--- config.mk ---
export PLATFORM = sky130hd
export DESIGN_NAME = alu_seq
export DESIGN_NICKNAME = d
export VERILOG_FILES = /design/src/rtl/alu_seq.sv
export SDC_FILE = /design/constraint.sdc
export NUM_CORES = 1
export LEC_CHECK = 0
export BUFFER_PORTS_ARGS = -buffer_cell sky130_fd_sc_hd__buf_4
export CAP_MARGIN = 20
export CORE_MARGIN = 5
export CORE_UTILIZATION = 50
export DETAILED_ROUTE_END_ITERATION = 10
export MAX_ROUTING_LAYER = met4
export PLACE_DENSITY = 0.77
export SLEW_MARGIN = 20
export SYNTH_ARGS = -nofsm -noshare
export SYNTH_HDL_FRONTEND = slang
export SYNTH_SLANG_ARGS = --single-unit
--- constraint.sdc ---
create_clock -name clk -period 1.5 [get_ports clk]
set_clock_uncertainty 0.2 [all_clocks]
set_input_delay 0.3 -clock clk [delete_from_list [all_inputs] [get_ports clk]]
set_output_delay 0.3 -clock clk [all_outputs]
set_load 0.005 [all_outputs]
--- src/rtl/alu_seq.sv ---
// Purpose: sequential ALU with registered result/flags; optional shift-add multiplier (macro ALU_SEQ_MUL_EN).
// Latency: 1 cycle accept->out_valid for single-cycle ops, WIDTH+1 cycles for MUL when enabled.
// Backpressure: result held in DONE until out_valid & out_ready; in_ready is high only in IDLE.
//
// Ports: clk, rst (async, active-high); in_valid/in_ready request handshake carrying a, b, opcode;
//        out_valid/out_ready result handshake carrying result, zero, carry, negative, overflow;
//        busy is high while the multiplier iterates (tied low when ALU_SEQ_MUL_EN is undefined).
// Opcodes: 000 and, 001 or, 010 add, 011 sub, 100 not a, 101 xor, 110 mul (or zero), 111 zero.
module alu_seq #(
    parameter int WIDTH = 8
) (
    input  logic             clk,
    input  logic             rst,
    input  logic             in_valid,
    output logic             in_ready,
    input  logic [WIDTH-1:0] a,
    input  logic [WIDTH-1:0] b,
    input  logic [2:0]       opcode,
    output logic             out_valid,
    input  logic             out_ready,
    output logic [WIDTH-1:0] result,
    output logic             zero,
    output logic             carry,
    output logic             negative,
    output logic             overflow,
    output logic             busy
);

    typedef enum logic [1:0] {
        IDLE = 2'd0,
`ifdef ALU_SEQ_MUL_EN
        EXEC = 2'd1,
`endif
        DONE = 2'd2
    } state_t;

    state_t state;
    state_t state_nxt;

    logic accept;

    // in_ready is masked by rst so it drops the moment reset asserts.
    assign in_ready  = (state == IDLE) && !rst;
    assign accept    = in_valid && in_ready;
    assign out_valid = (state == DONE);

    // ---------------- single-cycle datapath ----------------
    logic [WIDTH:0]   sum;
    logic [WIDTH:0]   diff;
    logic [WIDTH-1:0] alu_res;
    logic             alu_c;
    logic             alu_v;

    assign sum  = {1'b0, a} + {1'b0, b};
    // Top bit of the extended difference is the borrow, i.e. a < b unsigned.
    assign diff = {1'b0, a} - {1'b0, b};

    always_comb begin
        alu_res = '0;
        alu_c   = 1'b0;
        alu_v   = 1'b0;
        case (opcode)
            3'b000: alu_res = a & b;
            3'b001: alu_res = a | b;
            3'b010: begin
                alu_res = sum[WIDTH-1:0];
                alu_c   = sum[WIDTH];
                alu_v   = (a[WIDTH-1] == b[WIDTH-1]) && (sum[WIDTH-1] != a[WIDTH-1]);
            end
            3'b011: begin
                alu_res = diff[WIDTH-1:0];
                alu_c   = diff[WIDTH];
                alu_v   = (a[WIDTH-1] != b[WIDTH-1]) && (diff[WIDTH-1] != a[WIDTH-1]);
            end
            3'b100: alu_res = ~a;
            3'b101: alu_res = a ^ b;
            // 110 without the multiplier and 111 both produce zero; with the
            // multiplier this zero only sits in the register during EXEC.
            default: alu_res = '0;
        endcase
    end

`ifdef ALU_SEQ_MUL_EN
    // ---------------- shift-add multiplier ----------------
    localparam int CW = (WIDTH > 1) ? $clog2(WIDTH) : 1;

    logic [CW-1:0]      cnt;
    logic [2*WIDTH-1:0] acc;
    logic [2*WIDTH-1:0] mcand;
    logic [WIDTH-1:0]   mplier;
    logic [2*WIDTH-1:0] acc_nxt;
    logic               last;

    assign last    = (cnt == CW'(WIDTH - 1));
    assign acc_nxt = mplier[0] ? (acc + mcand) : acc;
    assign busy    = (state == EXEC);

    always_ff @(posedge clk or posedge rst) begin
        if (rst) begin
            cnt    <= '0;
            acc    <= '0;
            mcand  <= '0;
            mplier <= '0;
        end else if (accept && (opcode == 3'b110)) begin
            cnt    <= '0;
            acc    <= '0;
            mcand  <= {{WIDTH{1'b0}}, a};
            mplier <= b;
        end else if (state == EXEC) begin
            acc    <= acc_nxt;
            mcand  <= mcand << 1;
            mplier <= mplier >> 1;
            cnt    <= last ? '0 : cnt + 1'b1;
        end
    end
`else
    assign busy = 1'b0;
`endif

    // ---------------- control FSM ----------------
    always_ff @(posedge clk or posedge rst) begin
        if (rst) begin
            state <= IDLE;
        end else begin
            state <= state_nxt;
        end
    end

    always_comb begin
        state_nxt = state;
        case (state)
            IDLE: begin
                if (accept) begin
`ifdef ALU_SEQ_MUL_EN
                    state_nxt = (opcode == 3'b110) ? EXEC : DONE;
`else
                    state_nxt = DONE;
`endif
                end
            end
`ifdef ALU_SEQ_MUL_EN
            EXEC: begin
                if (last) begin
                    state_nxt = DONE;
                end
            end
`endif
            DONE: begin
                if (out_ready) begin
                    state_nxt = IDLE;
                end
            end
            default: state_nxt = IDLE;
        endcase
    end

    // ---------------- result / flag registers ----------------
    always_ff @(posedge clk or posedge rst) begin
        if (rst) begin
            result   <= '0;
            zero     <= 1'b0;
            carry    <= 1'b0;
            negative <= 1'b0;
            overflow <= 1'b0;
        end else begin
            if (accept) begin
                result   <= alu_res;
                zero     <= (alu_res == '0);
                carry    <= alu_c;
                negative <= alu_res[WIDTH-1];
                overflow <= alu_v;
            end
`ifdef ALU_SEQ_MUL_EN
            if ((state == EXEC) && last) begin
                result   <= acc_nxt[WIDTH-1:0];
                zero     <= (acc_nxt[WIDTH-1:0] == '0);
                negative <= acc_nxt[WIDTH-1];
                carry    <= |acc_nxt[2*WIDTH-1:WIDTH];
                overflow <= |acc_nxt[2*WIDTH-1:WIDTH];
            end
`endif
        end
    end

endmodule

Word-level counts from Yosys, hierarchy flattened
Index checks and enable logic that the tools add are counted.
{"block": "totals", "reg_bits": 14, "latch_bits": 0, "ram_bits": 0, "romBits": 0, "inputBits": 23, "output_inout_bits": 15, "wordCells": 39, "mem_count": 0}
{"block": "classes", "addsub": 2, "n_mul": 0, "n_div": 0, "order_cmp": 0, "eq_ne": 12, "shifts": 0, "n_mux": 6, "bitwise_logic": 4, "n_reduce_logical": 9}
{"op": "$pmux W8 S6", "n": 1}
{"op": "$add A8 B8 Y9", "n": 1}
{"op": "$sub A8 B8 Y9", "n": 1}
{"op": "$and A8 B8 Y8", "n": 1}
{"op": "$logic_not A8 Y1", "n": 1}
{"op": "$not A8 Y8", "n": 1}
{"op": "$or A8 B8 Y8", "n": 1}
{"op": "$xor A8 B8 Y8", "n": 1}
{"op": "$eq A3 B2 Y1 const B", "n": 2}
{"op": "$eq A3 B3 Y1 const B", "n": 2}
{"op": "$logic_and A1 B1 Y1", "n": 4}
{"op": "$mux W2", "n": 2}
{"op": "$pmux W1 S2", "n": 2}
{"op": "$pmux W2 S2", "n": 1}
{"op": "$eq A3 B1 Y1 const B", "n": 1}
{"op": "$logic_not A3 Y1", "n": 1}
{"op": "$ne A1 B1 Y1", "n": 3}
{"op": "$eq A2 B2 Y1 const B", "n": 1}
{"op": "$logic_not A2 Y1", "n": 1}
{"op": "$ne A2 B1 Y1 const B", "n": 1}
{"op": "$ne A2 B2 Y1 const B", "n": 1}
{"op": "$reduce_and A2 Y1", "n": 1}
{"op": "$eq A1 B1 Y1", "n": 1}
{"op": "$logic_not A1 Y1", "n": 1}

Longest topological paths before layout
{"block": "depth", "word_depth": 5, "ltp_mapped": 9, "depth_no_buf": 9}

Least setup slack after synthesis
OpenSTA, ideal clock, no wires.
{"block": "synth_timing", "path_kind": "input -> register", "from": "in a[0]", "to": "reg zero", "arrival_time_ns": 2.227, "required_ns": 1.196, "slack_ns": -1.031, "path_stages": 9, "path_buffers": 0, "path_cell_list": "inv_1 -> ha_1 -> fa_1 -> o21bai_1 -> a2111oi_0 -> a211o_1 -> nor4_2 -> nand4b_1 -> o41ai_2"}
{"block": "synth_between", "elab_chain_len": 3, "elab_cells_between_ends": 8, "cone_classes": "add/sub (2); mux (1); bitwise (4); reduce/logical (1)"}
{"element": "start, declared", "line_no": "16", "source": "input logic [WIDTH-1:0] a,"}
{"element": "$sub A8 B8 Y9 (tied with other cells)", "line_no": "56", "source": "assign diff = {1'b0, a} - {1'b0, b};"}
{"element": "$pmux W8 S6 (*)", "line_no": "62", "source": "case (opcode)"}
{"element": "$logic_not A8 Y1 (*)", "line_no": "168", "source": "zero <= (alu_res == '0);"}
{"element": "end signal, assigned", "line_no": "168"}
{"element": "end, declared", "line_no": "22", "source": "output logic zero,"}
Every way passes the cells marked *; elsewhere a longest branch is shown, timed or not.
A chain may end at the register's enable or synchronous reset.

Worst setup path in the final report
Ends and elaborated chain as after synthesis.

==> results.json <==
{
  "worst_hold_slack_ns": 0.04388,
  "floorplan.die.width_um": 70.01,
  "ys_warn_count": 0,
  "setup-violations-final": 12,
  "overflow_left_after_global_routing": 0,
  "run_status": "finished, violations left",
  "yosysSeqAreaShare": 0.1668,
  "muxShareOfSynthArea": 0.07992,
  "area_inside_the_core_boundary_mm2": 0.003416,
  "finalCriticalPeriod_ns": 2.331,
  "path_clk_slew_ns": 0.06,
  "synth_fa_ha_area_frac": 0.1890,
  "start_util": 0.5271,
  "hpwl_mm": 4.637,
  "cts_root_buf": "sky130_fd_sc_hd__clkbuf_4",
  "tritoncts": "yes",
  "drv_cap": 0,
  "setup.worst_path.class": "in2reg",
  "die_h_um": 70.01,
  "ys_ff_latch": 12,
  "netlist_area_mm2": 0.001800,
  "crit_path_start_kind": "primary input",
  "postRouteAntennaNets": 0,
  "worst_setup_path_end_kind": "flop",
  "timing.critical_path.slowest_cell_delay_ns": 0.37,
  "ys_types": 54,
  "place_ws_ns": -1.069,
  "worst_path_dominant_cell_family": "compound AO/OA/AOI/OAI gates",
  "grt_antenna_before_repair": 0,
  "row_count": 21,
  "timing.critical_path.fanout_max": 3,
  "path_cells": "buf_12 -> inv_12 -> ha_4 -> fa_2 -> o21bai_4 -> buf_4 -> a211oi_4 -> o31ai_2 -> and3_1 -> o31ai_2 -> o41ai_2",
  "first_global_vias": 2441,
  "maxSlewViolCount": 0,
  "dr.first_iter.drc_count": 271,
  "grt_setup_unrepaired": "true",
  "port_buffers": 36,
  "post-route-worst-setup-slack_ns": -0.8312,
  "cts_inserted_buffers": 3,
  "grtUsageTotal": 0.2994,
  "total_leakage_power_nw": 1.477,
  "drive_above_1_share": 0.5476,
  "clock_sinks": 12,
  "place.gp.congestion": 0.9840,
  "syn_inst": 230,
  "final_nets": 387,
  "commonest_non_fill_non_tap_cell_in_the_layout": "sky130_fd_sc_hd__buf_4",
  "worst-path-buf-inv": 3,
  "antenna_cells": 0,
  "fmaxAchievable_ghz": 0.4290,
  "floorplan.die_area_mm2": 0.004901,
  "synth_top_cell_by_area": "sky130_fd_sc_hd__dfrtp_1",
  "synth_top_cells_by_area": "sky130_fd_sc_hd__dfrtp_1, sky130_fd_sc_hd__ha_1, sky130_fd_sc_hd__inv_1",
  "cts_h_tree_lvls": 1,
  "finalSetupTns_ns": -6.175,
  "hp-class": "in2reg",
  "grt_max_degree": 14,
  "post_synth_and_or_nand_nor_area_fraction": 0.2085,
  "synth_top_area_frac": 0.1668,
  "critical-path-top-cell-by-count": "sky130_fd_sc_hd__o31ai_2",
  "worst_skew_pair.late_latency_ns": 0.28,
  "dominantRegCellSynth": "sky130_fd_sc_hd__dfrtp_1",
  "drtPass1Iterations": 5,
  "grt_first_pass_wirelength_mm": 11.54,
  "worst_ep_arrival_time_ns": 2.31,
  "power_density_mw_per_mm2": 586.6,
  "post-route-drc-count": 0,
  "cts_buffer_depth": 2,
  "fillers": 154,
  "flow.area_growth_from_synthesis_pct": 72.27,
  "synthXorXnorAreaFrac": 0.009729,
  "violations": "negative setup slack",
  "combinational_family_with_the_most_area_after_synthesis": "compound AO/OA/AOI/OAI gates",
  "mostFrequentLayoutCells": "sky130_fd_sc_hd__buf_4, sky130_fd_sc_hd__nor2_1, sky130_fd_sc_hd__inv_1, sky130_fd_sc_hd__ha_1, sky130_fd_sc_hd__nand2_1",
  "slowest_stage": "sky130_fd_sc_hd__fa_2",
  "floorplan.io_pins": 38,
  "final.period_utilization": 1.554,
  "vias": 2520,
  "viasPerCell": 6.597,
  "synth_edf_count": 0,
  "post-route-util": 0.9081,
  "postSynth.asyncResetShare": 1.000,
  "post_synthesis_net_count": 279,
  "critical_path_required_ns": 1.48,
  "finalHoldViolCount": 0,
  "wirelength_mm": 7.992,
  "totalPowerFinal_mw": 1.820,
  "max-vdd-ir-drop_mv": 0.2992,
  "avgSynthCellArea_um2": 7.828,
  "drt-wirelength-per-cell_um": 20.92,
  "synth_area_in_compound_gates": 0.2391
}
[metrics by stage]
step / instance area [um2] / instances
floorplan: 1962 / 230
global placement: 2748 / 371
detailed placement: 2748 / 371
CTS: 3043 / 380
global route: 3102 / 382
finish: 3102 / 382
[cell type report]
class                   instances  area (um2)  area share
well taps                      46       57.56     0.01856
inverters                      29       146.4     0.04720
clock buffers                   3       22.52    0.007261
repair buffers                117       949.7      0.3062
multi-input cells             175        1625      0.5240
flip-flops and latches         12       300.3     0.09681
[report_power, final]
part	internal (mW)	leakage [nW]	switching, mW
registers	0.388	0.153	0.0446
clock network	0.0934	0.0138	0.105
logic	0.612	1.31	0.576
total	1.09	1.48	0.726
[sequential cells by signal, indices dropped and copies added, names as in the netlist]
name / cells
carry: 1
overflow: 1
result: 8
state: 1
zero: 1
[worst reg2reg max path, cell delays in order (launching register included)]
cell	delay (ns)
sky130_fd_sc_hd__dfrtp_1	0.42
sky130_fd_sc_hd__nor2_4	0.13
sky130_fd_sc_hd__nand2_1	0.09
sky130_fd_sc_hd__nor2_1	0.21
sky130_fd_sc_hd__nand3_4	0.10
sky130_fd_sc_hd__o41ai_2	0.33
[Yosys cell counts (2+ instances only)]
| library cell | count |
|---|---|
| sky130_fd_sc_hd__o21a_1 | 2 |
| sky130_fd_sc_hd__nor3b_1 | 2 |
| sky130_fd_sc_hd__xnor2_1 | 2 |
| sky130_fd_sc_hd__a211o_1 | 2 |
| sky130_fd_sc_hd__dfrtp_1 | 12 |
| sky130_fd_sc_hd__o21bai_1 | 2 |
| sky130_fd_sc_hd__a211oi_1 | 3 |
| sky130_fd_sc_hd__fa_1 | 2 |
| sky130_fd_sc_hd__nor2b_1 | 9 |
| sky130_fd_sc_hd__a2111oi_0 | 3 |
| sky130_fd_sc_hd__mux2_2 | 2 |
| sky130_fd_sc_hd__buf_4 | 6 |
| sky130_fd_sc_hd__buf_2 | 4 |
| sky130_fd_sc_hd__ha_1 | 24 |
| sky130_fd_sc_hd__nand2b_1 | 3 |
| sky130_fd_sc_hd__nand3_1 | 6 |
| sky130_fd_sc_hd__nand2_1 | 17 |
| sky130_fd_sc_hd__o21ai_0 | 14 |
| sky130_fd_sc_hd__nor2_1 | 24 |
| sky130_fd_sc_hd__clkbuf_1 | 4 |
| sky130_fd_sc_hd__o31ai_1 | 5 |
| sky130_fd_sc_hd__and3_1 | 2 |
| sky130_fd_sc_hd__inv_1 | 28 |
| sky130_fd_sc_hd__a21oi_1 | 14 |
| sky130_fd_sc_hd__or4_1 | 2 |
| sky130_fd_sc_hd__nor3_1 | 3 |
| sky130_fd_sc_hd__or3_1 | 2 |
| sky130_fd_sc_hd__mux2i_1 | 2 |
| sky130_fd_sc_hd__mux4_2 | 4 |
[final timing paths]
path,cells past startpoint,startpoint,slack (ns),endpoint
max in group asynchronous,3,rst,0.38,result[7]
min reg2reg,2,result[4],0.28,result[4]
min in group asynchronous,3,rst,0.40,result[5]
max reg2reg,5,state[1],-0.08,zero
max,11,a[0],-0.83,zero
min,2,out_ready,0.04,state[1]
[per-layer routing]
| layer | track usage | wire [um] | vias to the layer above |
|---|---|---|---|
| li1 | - | - | 1024 |
| met1 | 0.3193 | 2694 | 1154 |
| met2 | 0.5152 | 3760 | 247 |
| met3 | 0.05882 | 937 | 95 |
| met4 | 0.1702 | 601 | 0 |
| met5 | - | 0 | - |
[repair_timing]
action,4_1_cts,5_1_grt
setup endpoints to repair,12,12
hold buffers,1,0
pin swaps,22,3
setup buffers,7,2
hold endpoints to repair,12,0
resized for setup,55,17
[kinds of logic after synthesis]
logic type | count (synthesis)
mux | 9
compound gates | 62
simple gates | 75
other cells | 1
fa+ha+maj | 26
buf+inv | 43
xor+xnor | 2
flops | 12
Note: power is estimated with default switching activity, not from simulation.
